$ cat config.mk
export PLATFORM = sky130hd
export DESIGN_NAME = fifo_sync_flat
export DESIGN_NICKNAME = d
export VERILOG_FILES = /design/src/rtl/fifo_sync_pkg.sv /design/src/rtl/fifo_sync_if.sv /design/src/rtl/fifo_sync_ram.sv /design/src/rtl/fifo_sync.sv /design/src/flat_wrapper.sv
export SDC_FILE = /design/constraint.sdc
export NUM_CORES = 2
export LEC_CHECK = 0
export CAP_MARGIN = 20
export CORE_ASPECT_RATIO = 1.1
export CORE_MARGIN = 1
export CORE_UTILIZATION = 59
export DETAILED_ROUTE_END_ITERATION = 8
export PLACE_DENSITY = 0.81
export SYNTH_ARGS = -nofsm -noshare
export SYNTH_HDL_FRONTEND = slang
export SYNTH_HIERARCHICAL = 1
export SYNTH_SLANG_ARGS = --single-unit
$ cat constraint.sdc
create_clock -name clk -period 10.05 [get_ports clk]
set_clock_uncertainty 0.1 [all_clocks]
set_input_delay 2.01 -clock clk [delete_from_list [all_inputs] [get_ports clk]]
set_output_delay 2.01 -clock clk [all_outputs]
set_load 0.02 [all_outputs]
$ cat src/rtl/fifo_sync_pkg.sv
// fifo_sync_pkg: shared sizing helpers and default constants for the fifo_sync slice.
package fifo_sync_pkg;
    localparam int DEF_DEPTH       = 64;
    localparam int DEF_BYTE_WIDTH  = 8;
    localparam int DEF_COUNT_WIDTH = 8;

    function automatic int clog2(input int v);
        int r;
        r = 0;
        while ((1 << r) < v) r++;
        return r;
    endfunction

    // One extra MSB lets equal low bits mean either full or empty after a wrap.
    function automatic int ptr_w(input int depth);
        return clog2(depth) + 1;
    endfunction
endpackage

$ cat src/rtl/fifo_sync_if.sv
// fifo_sync_if: write/read handshake bundle; master drives requests, slave is the FIFO.
interface fifo_sync_if #(
    parameter int DW = 64,
    parameter int CW = 8
);
    logic          wr_en;
    logic [DW-1:0] wr_data;
    logic          wr_ack;
    logic          wr_full;
    logic          rd_en;
    logic [DW-1:0] rd_data;
    logic          rd_valid;
    logic          rd_empty;
    logic [CW-1:0] data_count;

    modport master (
        output wr_en, wr_data, rd_en,
        input  wr_ack, wr_full, rd_data, rd_valid, rd_empty, data_count
    );
    modport slave (
        input  wr_en, wr_data, rd_en,
        output wr_ack, wr_full, rd_data, rd_valid, rd_empty, data_count
    );
endinterface

$ cat src/rtl/fifo_sync_ram.sv
// fifo_sync_ram: simple dual-port RAM, one write port and one registered read port.
module fifo_sync_ram
    import fifo_sync_pkg::*;
#(
    parameter int DEPTH = DEF_DEPTH,
    parameter int DW    = DEF_BYTE_WIDTH * 8,
    localparam int AW   = clog2(DEPTH)
) (
    input  logic          clk,
    input  logic          rstn,
    input  logic          we_i,
    input  logic [AW-1:0] waddr_i,
    input  logic [DW-1:0] wdata_i,
    input  logic          re_i,
    input  logic [AW-1:0] raddr_i,
    output logic [DW-1:0] rdata_o
);
    logic [DW-1:0] mem_q [DEPTH];
    logic [DW-1:0] rdata_q;

    always_ff @(posedge clk) begin
        if (we_i) mem_q[waddr_i] <= wdata_i;
    end

    always_ff @(posedge clk) begin
        if (!rstn) rdata_q <= '0;
        else if (re_i) rdata_q <= mem_q[raddr_i];
    end

    assign rdata_o = rdata_q;
endmodule

$ cat src/rtl/fifo_sync.sv
// fifo_sync: single-clock FIFO with standard or first-word-fall-through output.
// Define FIFO_DATA_ZERO_EN to force rd_data to zero whenever rd_valid is low.
module fifo_sync
    import fifo_sync_pkg::*;
#(
    parameter int FIFO_DEPTH  = DEF_DEPTH,
    parameter int BYTE_WIDTH  = DEF_BYTE_WIDTH,
    parameter int COUNT_WIDTH = DEF_COUNT_WIDTH,
    parameter int FWFT        = 0
) (
    input logic        clk,
    input logic        rstn,
    fifo_sync_if.slave bus
);
    localparam int AW = clog2(FIFO_DEPTH);
    localparam int PW = ptr_w(FIFO_DEPTH);
    localparam int DW = BYTE_WIDTH * 8;

    logic [PW-1:0]          wr_ptr_q, wr_ptr_d, rd_ptr_q, rd_ptr_d;
    logic [COUNT_WIDTH-1:0] count_q, count_d;
    logic                   full_q, full_d, empty_q, empty_d, valid_q, valid_d, ack_q;
    logic                   wr_acc, pop, fetch;
    logic [DW-1:0]          ram_q;

    // In FWFT mode the RAM read register doubles as the prefetch register:
    // it is refilled whenever it is empty or being popped and the RAM holds words.
    always_comb begin
        wr_acc   = bus.wr_en & ~full_q;
        pop      = bus.rd_en & ((FWFT != 0) ? valid_q : ~empty_q);
        fetch    = (FWFT != 0) ? (wr_ptr_q != rd_ptr_q) & (~valid_q | bus.rd_en) : pop;
        valid_d  = (FWFT != 0) ? (fetch | (valid_q & ~pop)) : pop;
        wr_ptr_d = wr_ptr_q + PW'(wr_acc);
        rd_ptr_d = rd_ptr_q + PW'(fetch);
        count_d  = count_q + COUNT_WIDTH'(wr_acc) - COUNT_WIDTH'(pop);
        full_d   = count_d == COUNT_WIDTH'(FIFO_DEPTH);
        empty_d  = count_d == '0;
    end

    always_ff @(posedge clk) begin
        if (!rstn) begin
            wr_ptr_q <= '0;
            rd_ptr_q <= '0;
            count_q  <= '0;
            full_q   <= 1'b0;
            empty_q  <= 1'b1;
            valid_q  <= 1'b0;
            ack_q    <= 1'b0;
        end else begin
            wr_ptr_q <= wr_ptr_d;
            rd_ptr_q <= rd_ptr_d;
            count_q  <= count_d;
            full_q   <= full_d;
            empty_q  <= empty_d;
            valid_q  <= valid_d;
            ack_q    <= wr_acc;
        end
    end

    fifo_sync_ram #(.DEPTH(FIFO_DEPTH), .DW(DW)) u_ram (
        .clk    (clk),
        .rstn   (rstn),
        .we_i   (wr_acc),
        .waddr_i(wr_ptr_q[AW-1:0]),
        .wdata_i(bus.wr_data),
        .re_i   (fetch),
        .raddr_i(rd_ptr_q[AW-1:0]),
        .rdata_o(ram_q)
    );

    assign bus.wr_ack     = ack_q;
    assign bus.wr_full    = full_q;
    assign bus.rd_valid   = valid_q;
    assign bus.rd_empty   = (FWFT != 0) ? ~valid_q : empty_q;
    assign bus.data_count = count_q;
`ifdef FIFO_DATA_ZERO_EN
    assign bus.rd_data    = valid_q ? ram_q : '0;
`else
    assign bus.rd_data    = ram_q;
`endif
endmodule

$ cat src/flat_wrapper.sv
// flat-port wrapper written by rule: the top's interface ports become plain ports
module fifo_sync_flat import fifo_sync_pkg::*;
#(
    parameter int FIFO_DEPTH  = DEF_DEPTH,
    parameter int BYTE_WIDTH  = DEF_BYTE_WIDTH,
    parameter int COUNT_WIDTH = DEF_COUNT_WIDTH,
    parameter int FWFT        = 0
)
  (clk, rstn, bus_wr_en, bus_wr_data, bus_rd_en, bus_wr_ack, bus_wr_full, bus_rd_data, bus_rd_valid, bus_rd_empty, bus_data_count);
  fifo_sync_if #(.DW((64)), .CW(8)) bus_i ();
  input logic clk;
  input logic rstn;
  input wire logic [$bits(bus_i.wr_en)-1:0] bus_wr_en;
  input wire logic [$bits(bus_i.wr_data)-1:0] bus_wr_data;
  input wire logic [$bits(bus_i.rd_en)-1:0] bus_rd_en;
  output wire logic [$bits(bus_i.wr_ack)-1:0] bus_wr_ack;
  output wire logic [$bits(bus_i.wr_full)-1:0] bus_wr_full;
  output wire logic [$bits(bus_i.rd_data)-1:0] bus_rd_data;
  output wire logic [$bits(bus_i.rd_valid)-1:0] bus_rd_valid;
  output wire logic [$bits(bus_i.rd_empty)-1:0] bus_rd_empty;
  output wire logic [$bits(bus_i.data_count)-1:0] bus_data_count;
  assign bus_i.wr_en = bus_wr_en;
  assign bus_i.wr_data = bus_wr_data;
  assign bus_i.rd_en = bus_rd_en;
  assign bus_wr_ack = bus_i.wr_ack;
  assign bus_wr_full = bus_i.wr_full;
  assign bus_rd_data = bus_i.rd_data;
  assign bus_rd_valid = bus_i.rd_valid;
  assign bus_rd_empty = bus_i.rd_empty;
  assign bus_data_count = bus_i.data_count;
  fifo_sync #(.FIFO_DEPTH(FIFO_DEPTH), .BYTE_WIDTH(BYTE_WIDTH), .COUNT_WIDTH(COUNT_WIDTH), .FWFT(FWFT)) u_core (.clk(clk), .rstn(rstn), .bus(bus_i));
endmodule
# Word level (Yosys, flattened, before mapping)
# Memory sizes are Yosys's and may differ from the RTL's. A register that Yosys moved wholly into a read port is not among the register bits.
# Index checks and enable logic that the tools add are counted.
# totals
ramBits	4096
input_bits	68
reg_bits	26
n_memories	1
# op_classes
bitwise	4
reduce_logical	2
n_mux	2
addsub	4
n_eq_ne	1
# memory_table
memory	depth	word_bits	rd	rd_clocked_by_memory_dff	write_ports	line_no	rtl
u_core.u_ram.mem_q	64	64	1	1	1	fifo_sync_ram.sv:18	logic [DW-1:0] mem_q [DEPTH];
# ops
op	n
$add A7 B1 Y7	2
$add A8 B1 Y8	1
$eq A8 B7 Y1 const B	1
$logic_not A8 Y1	1
$sub A8 B1 Y8	1
$and A1 B1 Y1	2
$mux W1	2
$not A1 Y1	2
$logic_not A1 Y1	1

# Longest topological paths before layout
# depth
word_depth	5
depth_mapped	11

# Hierarchy
# The synthesis kept the hierarchy.
# by_module_without_submodules
mod	instances	cells_per_inst	seq_area_each_um2	area_each_um2
fifo_sync_ram	1	7474	124279.2	159412.9
fifo_sync	1	117	480.5	1127.3

# Least setup slack after synthesis
# OpenSTA, ideal clock, no wires.
# synth_timing
path_kind	input to register
from	input port bus_wr_en
to	memory u_core.u_ram.mem_q[48][0] (enable)
stages	5
arrival_time_ns	7.084
setup_time_ns	0.565
setup_slack_ns	2.301
required_time_ns	9.385
n_path_buf	0
cell_sequence	nand2b_1 > inv_1 > nand3_1 > or3_1 > nor3_1
# synth_between
elab_chain_cells	3
# synth_rtl
item	line_no	rtl
start: declaration	flat_wrapper.sv:13	input wire logic [$bits(bus_i.wr_en)-1:0] bus_wr_en;
$and A1 B1 Y1	fifo_sync.sv:28	wr_acc = bus.wr_en & ~full_q;
net u_core.wr_acc	fifo_sync.sv:22	logic wr_acc, pop, fetch;
$mux W1	fifo_sync_ram.sv:22	if (we_i) mem_q[waddr_i] <= wdata_i;
$mux W1 (not written as such)	fifo_sync_ram.sv:22	
end: declaration	fifo_sync_ram.sv:18	
# The timed path passes the listed nets, and every way through them passes these cells.

# Final worst setup path
# layout_timing
from	input port bus_wr_en
to	memory u_core.u_ram.mem_q[46][39] (enable)
# The elaborated chain is that of the path after synthesis.

==> summary.md <==
| Metric | Value |
|---|---|
| Run status | `finished clean` |
| Relative slew slack | `0.1285` |
| Initial antenna violation count | `25` |
| Global-route wire length before repair | `632400 um` |
| Clock root buffer master | `clkbuf_16` |
| Cell variety after synth | `between 50 and 60` |
| Initial Util | `0.5940` |
| Min Tclk post-route | `5.581 ns` |
| Fin. Hold Viols | `0` |
| Pleak | `0.05440 uW` |
| Post-DR wirelength/cell | `around 38 um` |
| Flops & latches, synth | `4184` |
| Synth top area share | `0.7662` |
| Die Ht | `~550 um` |
| Setup violators final | `0` |
| Critical Path Sink Type | `register` |
| Req. time, crit path | `10.45 ns` |
| Fin nets | `7991` |
| Max-slew violations | `0` |
| Vias in the first global route | `86970` |
| Period utilization | `0.5554` |
| Chain of cells forming the critical path | `clkdlybuf4s50_1, nand2b_1, inv_1, nor2b_1, nand3_1, nor2_4, buf_4` |
| Max Cap Viol | `0` |
| Final wirelength | `approximately 450000 um` |
| Total track usage | `0.3281` |
| Routed Antenna Nets | `0` |
| # DRC | `0` |
| Clock transition at the registers of the reported paths | `0.06 ns` |
| Max FO, Critical Path | `40` |
| Worst Hold Class | `reg2reg` |
| Cell Pwr Density | `~200 nW/um^2` |
| Fraction of registers with async set/reset | `0` |
| Number of synthesized flops with an enable pin | `4096` |
| TritonRoute pass-1 iters | `9` |
| Peak supply drop | `around 0.00018 V` |
| Yosys warning count | `6` |
| Io pins | `144` |
| Fraction of layout cells with a size suffix above 1 | `0.2250` |
| Htree depth | `5` |
| Synth area leader | `edfxtp_1` |
| R2r endpoint | `u_core/u_ram/rdata_o[51]` |
| Critical path data arrival time | `approximately 6.0 ns` |
| Syn_nets | `between 7000 and 8000` |
| Largest net degree at the start of global routing | `141` |
| Slew @ Worst Pin | `between 1 and 1.5 ns` |
| CORE AREA | `270300 sq um` |
| Vias post-DR | `85830` |
| Remaining Overflow, GRT | `0` |
| FF-to-FF Start | `u_core/rd_ptr_q[1]` |
| Area delta synth->final | `11.93%` |
| Tot Pwr | `36320 uW` |
| Fmax | `179.2 MHz` |
| Top cells by area, synth | `edfxtp_1, mux4_2, mux2i_1, dfxtp_1, mux2_2` |
| Post-CTS Setup Repair Bufs | `0` |
| Cell Area, Synth | `around 160000 sq um` |
| Largest stage delay, worst path | `1.08 ns` |
| # rows | `200` |
| Sink Count | `4184` |
| Clock Tree Buf Depth | `4` |
| Worst Setup EP | `u_core/u_ram/mem_q[46][39]` |
| Most frequent cells in the layout | `edfxtp_1, mux4_2, mux2i_1` |
| Worst reg2reg path depth | `8` |
| Post_cts resized | `0` |
| Latest clock arrival within the worst-skew pair | `0.98 ns` |
| Critical Path Start Type | `input port` |
| CTS Hold Buffers Added | `0` |
| Num CTS Buffers | `395` |
| CTS tree | `yes` |
| Sequential area share after synthesis | `0.7771` |
| WS Path Type | `in2reg` |
| Commonest non-fill, non-tap cell in the layout | `edfxtp_1` |
| DR vias/cell | `7.287` |
| Syn Inst Count | `7591` |
| Fillers | `15770` |
| RePlAce Congestion | `0.8686` |
| Setup TNS | `0 ns` |
| Port Buffer Count | `143` |
| HPWL Detailed | `232600 um` |
| Reg-to-reg slack, setup | `~5.1 ns` |
| DRT iter0 DRCs | `14480` |
| RSZ-0062 raised after global routing | `false` |
| Synth Flop Type | `edfxtp_1` |
| Die area | `roughly 270000 sq um` |
| Critical path startpoint | `bus_wr_en` |
| Die W | `499.4 um` |
| Worst path slowest cell | `nor2_4` |
| Syn_area_per_cell | `21.15 sq um` |
==> routing by layer <==
layer,GRT usage,up-vias,share of wire
li1,-,32590,-
met1,0.4054,43530,0.31
met2,0.5171,8000,0.47
met3,0.07844,1699,0.14
met4,0.2272,24,0.081
met5,0,-,0.00034
==> worst min path at each step <==
stage,start,end,slack [ns],depth (start not counted)
after global placement,u_core/u_ram/rdata_o[9],u_core/u_ram/rdata_o[9],0.39,1
after CTS,u_core/u_ram/rdata_o[9],u_core/u_ram/rdata_o[9],0.45,1
after detailed placement,u_core/u_ram/rdata_o[27],u_core/u_ram/rdata_o[27],0.43,1
after floorplan,u_core/wr_ptr_q[5],u_core/wr_ptr_q[5],0.38,2
after global routing,u_core/u_ram/rdata_o[9],u_core/u_ram/rdata_o[9],0.46,1
final,u_core/u_ram/rdata_o[9],u_core/u_ram/rdata_o[9],0.45,1
==> stage by stage <==
step	util	std cells	cell area [sq um]	setup slack (ns)	hold slack [ns]
final	0.6649	11780	179700	4.469	0.4452
after global routing	0.6648	11770	179700	4.347	0.4618
after CTS	0.6625	11740	179000	4.578	0.4550
after detailed placement	0.6148	11020	166200	3.703	0.4305
after global placement	0.6147	11020	166100	3.760	0.3922
after floorplan	-	7591	160500	2.301	0.3772
==> critical path, delay by kind of cell <==
kind                   cells  cell delay, ns
and+or+nand+nor            4            2.17
buffers and inverters      3            1.69
==> synthesized netlist by cell type, types with 61 or more instances <==
master and n:
edfxtp_1 4096, mux4_2 698, mux2i_1 595, clkbuf_1 206
nand2_1 189, o221ai_1 151, a21oi_1 147, buf_2 135
mux2_2 123, nor2_1 107, a22oi_1 88, dfxtp_1 88
o21ai_0 76, a221oi_1 70, a2111oi_0 61, nor3b_1 61
o22a_1 61
==> state kept, by name, indices dropped and copies added (netlist names) <==
signal,count
u_core/bus.wr_ack,1
u_core/rd_ptr_q,6
u_core/u_ram/rdata_o,64
u_core/bus.rd_empty,1
u_core/bus.rd_valid,1
u_core/wr_ptr_q,6
u_core/u_ram/mem_q,4096
u_core/bus.wr_full,1
u_core/bus.data_count,8
==> area by class of cell <==
cell class	count	area (sq um)	area share
clock buffers	484	10500	0.05842
multi-input cells	2940	34080	0.1897
well taps	3535	4423	0.02461
flip-flops and latches	4184	124800	0.6944
clock inverters	233	2377	0.01323
inverters	10	40.04	0.0002228
diodes	12	30.03	0.0001671
repair buffers	381	3466	0.01929
==> cell families after synthesis <==
kind of cell | synth area share
AO/OA/AOI/OAI | 0.04369
XOR/XNOR | 0.0009821
adder cells (fa/ha/maj) | 0.0009041
buffers and inverters | 0.01429
flip-flops | 0.7771
multiplexers | 0.1469
AND/OR/NAND/NOR | 0.01614
==> where the power goes <==
| group | switching [uW] | leakage (uW) | internal [uW] |
|---|---|---|---|
| logic | 1260 | 0.0106 | 746 |
| clock network | 6530 | 0.00626 | 8440 |
| registers | 96.6 | 0.0376 | 19300 |
| total | 7890 | 0.0544 | 28400 |
(Power assumes the default switching activity.)
